--- src/rtl/sha_multiround_expand_stage.sv ---
// sha_multiround_expand_stage: ROUNDS chained SHA-256 compression rounds starting at BASE_ROUND,
// optional on-the-fly schedule expansion, then a PIPELINE_DEPTH register pipeline
// (latency = PIPELINE_DEPTH enabled clocks; en_i=0 freezes every register, so upstream must hold).
// Optional feature macro: SHA_STAGE_BLOCK_COUNT_EN (adds the blocks_o valid-block counter).
//
// Ports:
//   clk, rst          clock, asynchronous active-high reset
//   en_i              pipeline advance enable
//   state_i / state_o working state, word 0 = a ... word 7 = h
//   W_i / W_o         16-word schedule window, word 0 is the word for the current round
//   valid_i / valid_o qualifier; newblock_i / newblock_o first-chunk marker
//   blocks_o          count of valid newblock outputs (0 when the macro is undefined)
module sha_multiround_expand_stage #(
  parameter int BASE_ROUND     = 0,
  parameter int ROUNDS         = 1,
  parameter int PIPELINE_DEPTH = 1,
  parameter int EXPAND         = 1
) (
  input  logic              clk,
  input  logic              rst,
  input  logic              en_i,
  input  logic [7:0][31:0]  state_i,
  input  logic [15:0][31:0] W_i,
  input  logic              valid_i,
  input  logic              newblock_i,
  output logic [7:0][31:0]  state_o,
  output logic [15:0][31:0] W_o,
  output logic              valid_o,
  output logic              newblock_o,
  output logic [31:0]       blocks_o
);

  // Elaboration-time range checks on the stage configuration.
  if (ROUNDS < 1 || ROUNDS > 16 || BASE_ROUND < 0 || BASE_ROUND + ROUNDS > 64 ||
      PIPELINE_DEPTH < 0 || PIPELINE_DEPTH > 4) begin : g_bad_params
    $error("sha_multiround_expand_stage: illegal BASE_ROUND/ROUNDS/PIPELINE_DEPTH");
  end

  localparam logic [31:0] K [0:63] = '{
    32'h428a2f98, 32'h71374491, 32'hb5c0fbcf, 32'he9b5dba5, 32'h3956c25b, 32'h59f111f1, 32'h923f82a4, 32'hab1c5ed5,
    32'hd807aa98, 32'h12835b01, 32'h243185be, 32'h550c7dc3, 32'h72be5d74, 32'h80deb1fe, 32'h9bdc06a7, 32'hc19bf174,
    32'he49b69c1, 32'hefbe4786, 32'h0fc19dc6, 32'h240ca1cc, 32'h2de92c6f, 32'h4a7484aa, 32'h5cb0a9dc, 32'h76f988da,
    32'h983e5152, 32'ha831c66d, 32'hb00327c8, 32'hbf597fc7, 32'hc6e00bf3, 32'hd5a79147, 32'h06ca6351, 32'h14292967,
    32'h27b70a85, 32'h2e1b2138, 32'h4d2c6dfc, 32'h53380d13, 32'h650a7354, 32'h766a0abb, 32'h81c2c92e, 32'h92722c85,
    32'ha2bfe8a1, 32'ha81a664b, 32'hc24b8b70, 32'hc76c51a3, 32'hd192e819, 32'hd6990624, 32'hf40e3585, 32'h106aa070,
    32'h19a4c116, 32'h1e376c08, 32'h2748774c, 32'h34b0bcb5, 32'h391c0cb3, 32'h4ed8aa4a, 32'h5b9cca4f, 32'h682e6ff3,
    32'h748f82ee, 32'h78a5636f, 32'h84c87814, 32'h8cc70208, 32'h90befffa, 32'ha4506ceb, 32'hbef9a3f7, 32'hc67178f2
  };

  function automatic logic [31:0] rotr(input logic [31:0] x, input int n);
    return (x >> n) | (x << (32 - n));
  endfunction

  function automatic logic [31:0] big_sigma0(input logic [31:0] x);
    return rotr(x, 2) ^ rotr(x, 13) ^ rotr(x, 22);
  endfunction

  function automatic logic [31:0] big_sigma1(input logic [31:0] x);
    return rotr(x, 6) ^ rotr(x, 11) ^ rotr(x, 25);
  endfunction

  function automatic logic [31:0] small_sigma0(input logic [31:0] x);
    return rotr(x, 7) ^ rotr(x, 18) ^ (x >> 3);
  endfunction

  function automatic logic [31:0] small_sigma1(input logic [31:0] x);
    return rotr(x, 17) ^ rotr(x, 19) ^ (x >> 10);
  endfunction

  function automatic logic [31:0] ch(input logic [31:0] x, input logic [31:0] y, input logic [31:0] z);
    return (x & y) ^ (~x & z);
  endfunction

  function automatic logic [31:0] maj(input logic [31:0] x, input logic [31:0] y, input logic [31:0] z);
    return (x & y) ^ (x & z) ^ (y & z);
  endfunction

  // Combinational round chain: st_d / w_d feed the first pipeline register.
  logic [7:0][31:0]  st_d;
  logic [15:0][31:0] w_d;
  logic [31:0]       t1;
  logic [31:0]       t2;
  logic [31:0]       w15;
  logic [5:0]        kidx;

  always_comb begin
    st_d = state_i;
    w_d  = W_i;
    t1   = '0;
    t2   = '0;
    w15  = '0;
    kidx = '0;
    for (int r = 0; r < ROUNDS; r++) begin
      kidx = 6'(BASE_ROUND + r);
      t1 = st_d[7] + big_sigma1(st_d[4]) + ch(st_d[4], st_d[5], st_d[6]) + K[kidx] + w_d[0];
      t2 = big_sigma0(st_d[0]) + maj(st_d[0], st_d[1], st_d[2]);
      // {h,g,f,e,d,c,b,a} <= {g,f,e,d+T1,c,b,a,T1+T2}
      st_d = {st_d[6:4], st_d[3] + t1, st_d[2:0], t1 + t2};
      // Slot 15 receives W[t+16] when expanding, or the retired word W[t] in legacy mode.
      if (EXPAND != 0) begin
        w15 = small_sigma1(w_d[14]) + w_d[9] + small_sigma0(w_d[1]) + w_d[0];
      end else begin
        w15 = w_d[0];
      end
      w_d = {w15, w_d[15:1]};
    end
  end

  if (PIPELINE_DEPTH == 0) begin : g_comb
    assign state_o    = st_d;
    assign W_o        = w_d;
    assign valid_o    = valid_i;
    assign newblock_o = newblock_i;
  end else begin : g_pipe
    logic [7:0][31:0]  st_q    [PIPELINE_DEPTH];
    logic [15:0][31:0] w_q     [PIPELINE_DEPTH];
    logic              valid_q [PIPELINE_DEPTH];
    logic              nb_q    [PIPELINE_DEPTH];

    // Data registers advance regardless of valid; valid_o alone qualifies them.
    always_ff @(posedge clk or posedge rst) begin
      if (rst) begin
        for (int i = 0; i < PIPELINE_DEPTH; i++) begin
          st_q[i]    <= '0;
          w_q[i]     <= '0;
          valid_q[i] <= 1'b0;
          nb_q[i]    <= 1'b0;
        end
      end else if (en_i) begin
        st_q[0]    <= st_d;
        w_q[0]     <= w_d;
        valid_q[0] <= valid_i;
        nb_q[0]    <= newblock_i;
        for (int i = 1; i < PIPELINE_DEPTH; i++) begin
          st_q[i]    <= st_q[i-1];
          w_q[i]     <= w_q[i-1];
          valid_q[i] <= valid_q[i-1];
          nb_q[i]    <= nb_q[i-1];
        end
      end
    end

    assign state_o    = st_q[PIPELINE_DEPTH-1];
    assign W_o        = w_q[PIPELINE_DEPTH-1];
    assign valid_o    = valid_q[PIPELINE_DEPTH-1];
    assign newblock_o = nb_q[PIPELINE_DEPTH-1];
  end

`ifdef SHA_STAGE_BLOCK_COUNT_EN
  logic [31:0] blocks_q;
  logic [31:0] blocks_d;
  logic        count_en;

  // A held (stalled) output must not be counted again; a combinational stage counts every edge.
  assign count_en = valid_o && newblock_o && (en_i || (PIPELINE_DEPTH == 0));
  assign blocks_d = count_en ? blocks_q + 32'd1 : blocks_q;

  always_ff @(posedge clk or posedge rst) begin
    if (rst) begin
      blocks_q <= '0;
    end else begin
      blocks_q <= blocks_d;
    end
  end

  assign blocks_o = blocks_q;
`else
  assign blocks_o = '0;
`endif

endmodule

--- config.mk ---
export PLATFORM = sky130hd
export DESIGN_NAME = sha_multiround_expand_stage
export DESIGN_NICKNAME = d
export VERILOG_FILES = /design/src/rtl/sha_multiround_expand_stage.sv
export SDC_FILE = /design/constraint.sdc
export NUM_CORES = 2
export LEC_CHECK = 0
export CORE_AREA = 3 3 611 613
export CTS_CLUSTER_DIAMETER = 100
export CTS_CLUSTER_SIZE = 12
export DETAILED_ROUTE_END_ITERATION = 7
export DIE_AREA = 0 0 614 616
export PLACE_DENSITY_LB_ADDON = 0.2
export SYNTH_ARGS = -nofsm -noshare
export SYNTH_HDL_FRONTEND = slang
export SYNTH_SLANG_ARGS = --single-unit
--- constraint.sdc ---
create_clock -name clk -period 23 [get_ports clk]
set_input_delay 2.3 -clock clk [delete_from_list [all_inputs] [get_ports clk]]
set_output_delay 2.3 -clock clk [all_outputs]
set_load 0.005 [all_outputs]
Yosys cells after proc, flatten, opt, wreduce, memory -nomap -nowiden:

Index checks and enable logic that the tools add are counted.

* flip-flop bits (word level): 770
* bits of input ports: 773
* output and inout bits: 802
* logic and storage cells: 63

* add/subtract/negate cells: 10
* bitwise logic cells: 27

Operators by type and width (count)
* adder 32 bit: 9
* XOR 32 bit: 9
* bitwise AND 32 bit: 5
* adder 32 x 31 -> 32 bit, second input constant: 1
* NOT 32 bit: 1
* OR 10 x 32 -> 32 bit: 1
* OR 13 x 32 -> 32 bit: 1
* OR 14 x 32 -> 32 bit: 1
* OR 15 x 32 -> 32 bit: 1
* OR 19 x 32 -> 32 bit: 1
* OR 21 x 32 -> 32 bit: 1
* OR 25 x 32 -> 32 bit: 1
* OR 26 x 32 -> 32 bit: 1
* OR 30 x 32 -> 32 bit: 1
* OR 7 x 32 -> 32 bit: 1
* XOR 32 x 22 -> 32 bit: 1
* XOR 32 x 29 -> 32 bit: 1

Longest topological paths before layout:

* word-level depth: 8
* gate-level depth with buffers: 34
* mapped depth without buffers: 33

Least setup slack after synthesis:

OpenSTA, ideal clock, no wires.

* path kind: input port to flip-flop
* start point: input state_i[141] (netlist name)
* end point: register g_pipe.st_q (netlist bit state_o[31])
* setup time: 125 ps
* arrival time: 8586 ps
* data required time: 22875 ps
* setup slack: 14289 ps
* stages on the path: 31
* path through: clkbuf_1 > xor2_1 > xnor2_1 > fa_1 > inv_1 > fa_1 > fa_1 > ha_1 > nor2b_1 > o21ai_1 > a21boi_1 > o41a_1 > o211ai_1 > nand2_1 > a21oi_1 > o21ai_1 > xnor2_1 > inv_1 > fa_1 > inv_1 > ha_1 > a21o_1 > a21o_1 > a21o_1 > a211oi_1 > o21ai_0 > or3_1 > a21oi_1 > o31a_1 > xnor2_1 > mux2_4

* cells in the longest elaborated chain, start to end: 8

Ends and longest elaborated chain
* start, declared: line 22 `input logic [7:0][31:0] state_i,`
* OR 21 x 32 -> 32 bit or OR 26 x 32 -> 32 bit (tied branches): line 51 `return (x >> n) | (x << (32 - n));`
* XOR 32 bit (2 in a row): line 59 `return rotr(x, 6) ^ rotr(x, 11) ^ rotr(x, 25);`
* adder 32 bit: line 95 `t1 = st_d[7] + big_sigma1(st_d[4]) + ch(st_d[4], st_d[5], st_d[6]) + K[kidx] + w_d[0];`
* adder 32 bit (*): line 95
* adder 32 x 31 -> 32 bit (*): line 95
* adder 32 bit (*): line 95
* adder 32 bit (*): line 98 `st_d = {st_d[6:4], st_d[3] + t1, st_d[2:0], t1 + t2};`
* end signal, assigned by index: line 135 `st_q[i] <= st_q[i-1];`
* end, declared: line 115 `logic [7:0][31:0] st_q [PIPELINE_DEPTH];`

Mark *: on every way between the ends. The rest lies on a longest branch, timed or not.
A chain may end at the register's enable or synchronous reset.

Final worst setup path:

* start point: input state_i[145] (netlist name)
* end point: register g_pipe.st_q (netlist bit state_o[31])

Same word-level chain as after synthesis.

==> summary.md <==
| Metric | Value |
|---|---|
| First-pass GRT wire length | `around 370 mm` |
| Synth Area in XOR/XNOR | `under 10%` |
| Pre-Repair DR Iteration Count | `5` |
| Setup violations, final | `0` |
| Post CTS Setup Buffer Count | `0` |
| Post-Syn Area | `roughly 42000 um^2` |
| Critical path class | `primary input to flop` |
| Cts repair resizes | `0` |
| Synth area leaders | `dfrtp_1 (46%), mux2_2 (21%), fa_1 (7.5%), xnor2_1 (4.6%), ha_1 (4.5%)` |
| Clock latency on the worst-skew pair | `0.82 ns` |
| Critical Path Fanout Max | `5` |
| Unrepaired setup endpoints after global routing | `false` |
| Startpoint Class | `primary input` |
| Maximum vdd drop | `111 uV` |
| Final Routed Wirelength | `292 mm` |
| Final Util | `17.9%` |
| 1st-iter DRT viols | `around 1400` |
| Worst Tran Pin Value | `between 1 and 1.5 ns` |
| Storage element area | `slightly below 20000 um^2` |
| Vias in the first global route | `34800` |
| Slowest stage delay, CP | `0.65 ns` |
| Final period util | `about two fifths` |
| Layout area overhead | `57.9%` |
| Max Clock Freq | `around 110 MHz` |
| Global route overflow | `0` |
| Fill count | `around 41000` |
| Std-Cell Rows | `223` |
| CTS tree | `yes` |
| Largest net degree at the start of global routing | `165` |
| Antenna Nets Post-Route | `0` |
| Largest area contributor in the netlist | `dfrtp_1` |
| Cts bufs inserted | `94` |
| Grt met2 use | `26.4%` |
| Post-synthesis adder-cell area fraction | `approximately an eighth` |
| Post-synthesis mux area share | `21.0%` |
| Min cycle time layout | `~9.4 ns` |
| Min-Delay Path Class | `flop to flop` |
| Crit-path slowest cell | `clkdlybuf4s50_1` |
| Grt met3 use | `5.64%` |
| Most Frequent Cell on Critical Path | `a21o_1` |
| Grt met1 use | `16.6%` |
| Clk pin slew, worst setup/hold paths | `~0.06 ns` |
| Htree depth | `3` |
| CP required | `23.69 ns` |
| Yosys warning total | `0` |
| CORE AREA | `between 300000 and 400000 um^2` |
| EDFF count, synth | `0` |
| DP HPWL | `251 mm` |
| DIE HEIGHT | `slightly above 600 um` |
| Async SR Flop Fraction | `100%` |
| Initial antenna violation count | `130` |
| Seq/Total Area, Yosys | `46.0%` |
| Largest family of logic cells by synthesized area | `multiplexers` |
| PortBufs | `~1500` |
| Final slew viol count | `0` |
| Clock Skews | `0 ns` |
| Worst slew margin | `between 10% and 20%` |
| Gr usage total | `15.0%` |
| Syn Inst Count | `3335` |
| Simple-Gate Fraction of Synth Area | `under 10%` |
| Most frequent cells in the layout | `clkdlybuf4s50_1 (1541), dfrtp_1 (770), mux2_2 (769), inv_1 (329), xnor2_1 (220)` |
| Die area | `378000 um^2` |
| Drc violations | `0` |
| Crit path DAT | `10.09 ns` |
| Post-Syn Area per Cell | `12.6 um^2` |
| Synthesized flop and latch total | `770` |
| Synth cell types | `68` |
| Share of post-route cells with drive strength above 1 | `19.2%` |
| Compound-Gate Fraction of Synth Area | `5.60%` |
| PwrDens | `126 nW/um^2` |
| Final Hold Fails | `0` |
| Gpl congestion | `0.904` |
| Most common cell after layout, fill and taps aside | `clkdlybuf4s50_1` |
| Avg WL per Cell | `29.5 um` |
| Synth top area share | `46.0%` |
| Vias per cell | `3.31` |
| Via count | `about 33000` |
| # nets final | `5965` |
| Ys flop type | `dfrtp_1` |
| Overall die width | `614 um` |
| Top Usage Layer GRT | `met2` |
| Min-Delay Path Depth | `2` |
| CP Capture Type | `flop` |
| Leak | `26.5 nW` |
| Area of the multi-input gates | `20800 um^2` |
| Ports | `1575` |
| R2R depth | `3` |
| Cell chosen for the clock root | `clkbuf_16` |
| Clock Sinks | `770` |
| Starting density of the core | `a little under an eighth` |
| Status | `complete, no violations` |
| CTS Buffer Depth | `4` |
| Setup tns final | `0 ns` |
| Max_cap viols | `0` |
| CTS Hold Bufs | `0` |
==> cells in the mapped netlist (all sizes together) (3+ instances only) <==
cell type	count
a211oi	15
a21boi	5
a21o	73
a21oi	100
a221oi	3
a31o	3
a31oi	16
and2	6
and3	14
buf	38
clkbuf	120
dfrtp	770
fa	157
ha	152
inv	331
mux2	770
mux2i	10
nand2	67
nand2b	10
nand3	26
nand3b	3
nand4	6
nand4b	3
nor2	59
nor2b	18
nor3	26
nor3b	3
nor4	6
o2111ai	7
o211ai	7
o21a	7
o21ai	81
o21bai	15
o31ai	7
or3	3
xnor2	222
xor2	135
==> through the flow <==
| step | setup slack, ns | instance area [um^2] | power, mW | instances | hold WS, ns |
|---|---|---|---|---|---|
| finish | 13.60 | 66100 | 8.32 | 9910 | 0.487 |
| global placement | 12.72 | 63200 | 6.90 | 9737 | 0.477 |
| global route | 13.12 | 66000 | 9.00 | 9878 | 0.518 |
| CTS | 13.71 | 66000 | 8.49 | 9869 | 0.492 |
| floorplan | 10.14 | 42000 | 4.76 | 3366 | 0.475 |
| detailed placement | 12.77 | 63200 | 6.90 | 9737 | 0.477 |
==> flip-flops by register name, summed over array words and instances, names as in the netlist <==
register    count
W_o           512
valid_o         1
newblock_o      1
state_o       256
==> path summary, 6_finish.rpt <==
path	startpoint	slack [ns]	endpoint
hold reg to reg	W_o[482]$_DFFE_PP0P_	0.49	W_o[482]$_DFFE_PP0P_
max in group asynchronous	rst	16.73	W_o[158]$_DFFE_PP0P_
min in group asynchronous	rst	2.04	state_o[166]$_DFFE_PP0P_
setup / recovery	state_i[145]	13.60	state_o[31]$_DFFE_PP0P_
hold / removal	W_o[482]$_DFFE_PP0P_	0.49	W_o[482]$_DFFE_PP0P_
setup reg to reg	state_o[158]$_DFFE_PP0P_	22.01	state_o[158]$_DFFE_PP0P_
==> per-layer routing <==
metal | part of all wire (%) | up-vias
li1 | - | 14400
met1 | 38 | 16700
met2 | 50 | 1233
met3 | 8.9 | 351
met4 | 3.3 | 38
met5 | 0.083 | -
==> logic make-up (layout without fill, tap and decap cells) <==
logic type	Yosys count	in the layout
buffers and inverters	489	2042
flip-flops	770	770
AND/OR/NAND/NOR	259	259
other	1	73
AO/OA/AOI/OAI	366	366
adder cells (fa/ha/maj)	311	311
XOR/XNOR	359	359
multiplexers	780	780
==> power breakdown <==
group / switching (mW) / internal [mW]
clock: 0.707 / 0.782
combinational: 2.92 / 2.19
sequential: 0.131 / 1.59
total: 3.76 / 4.56
==> area by class of cell <==
type                    count  area share [%]
diodes                     41           0.155
clock buffers             103            3.66
clock inverters            29           0.507
inverters                 331            1.89
multi-input cells        2107            31.4
flip-flops and latches    770            29.2
well taps                4950            9.37
repair buffers           1579            23.8
==> critical path: cells and delay by family <==
family	cells	cell delay, ns
AO/OA/AOI/OAI	13	2.42
XOR/XNOR	4	0.97
AND/OR/NAND/NOR	3	0.77
adder cells (fa/ha/maj)	6	2.47
buffers and inverters	4	0.87
multiplexers	1	0.25
Note: power is estimated with default switching activity, not from simulation.
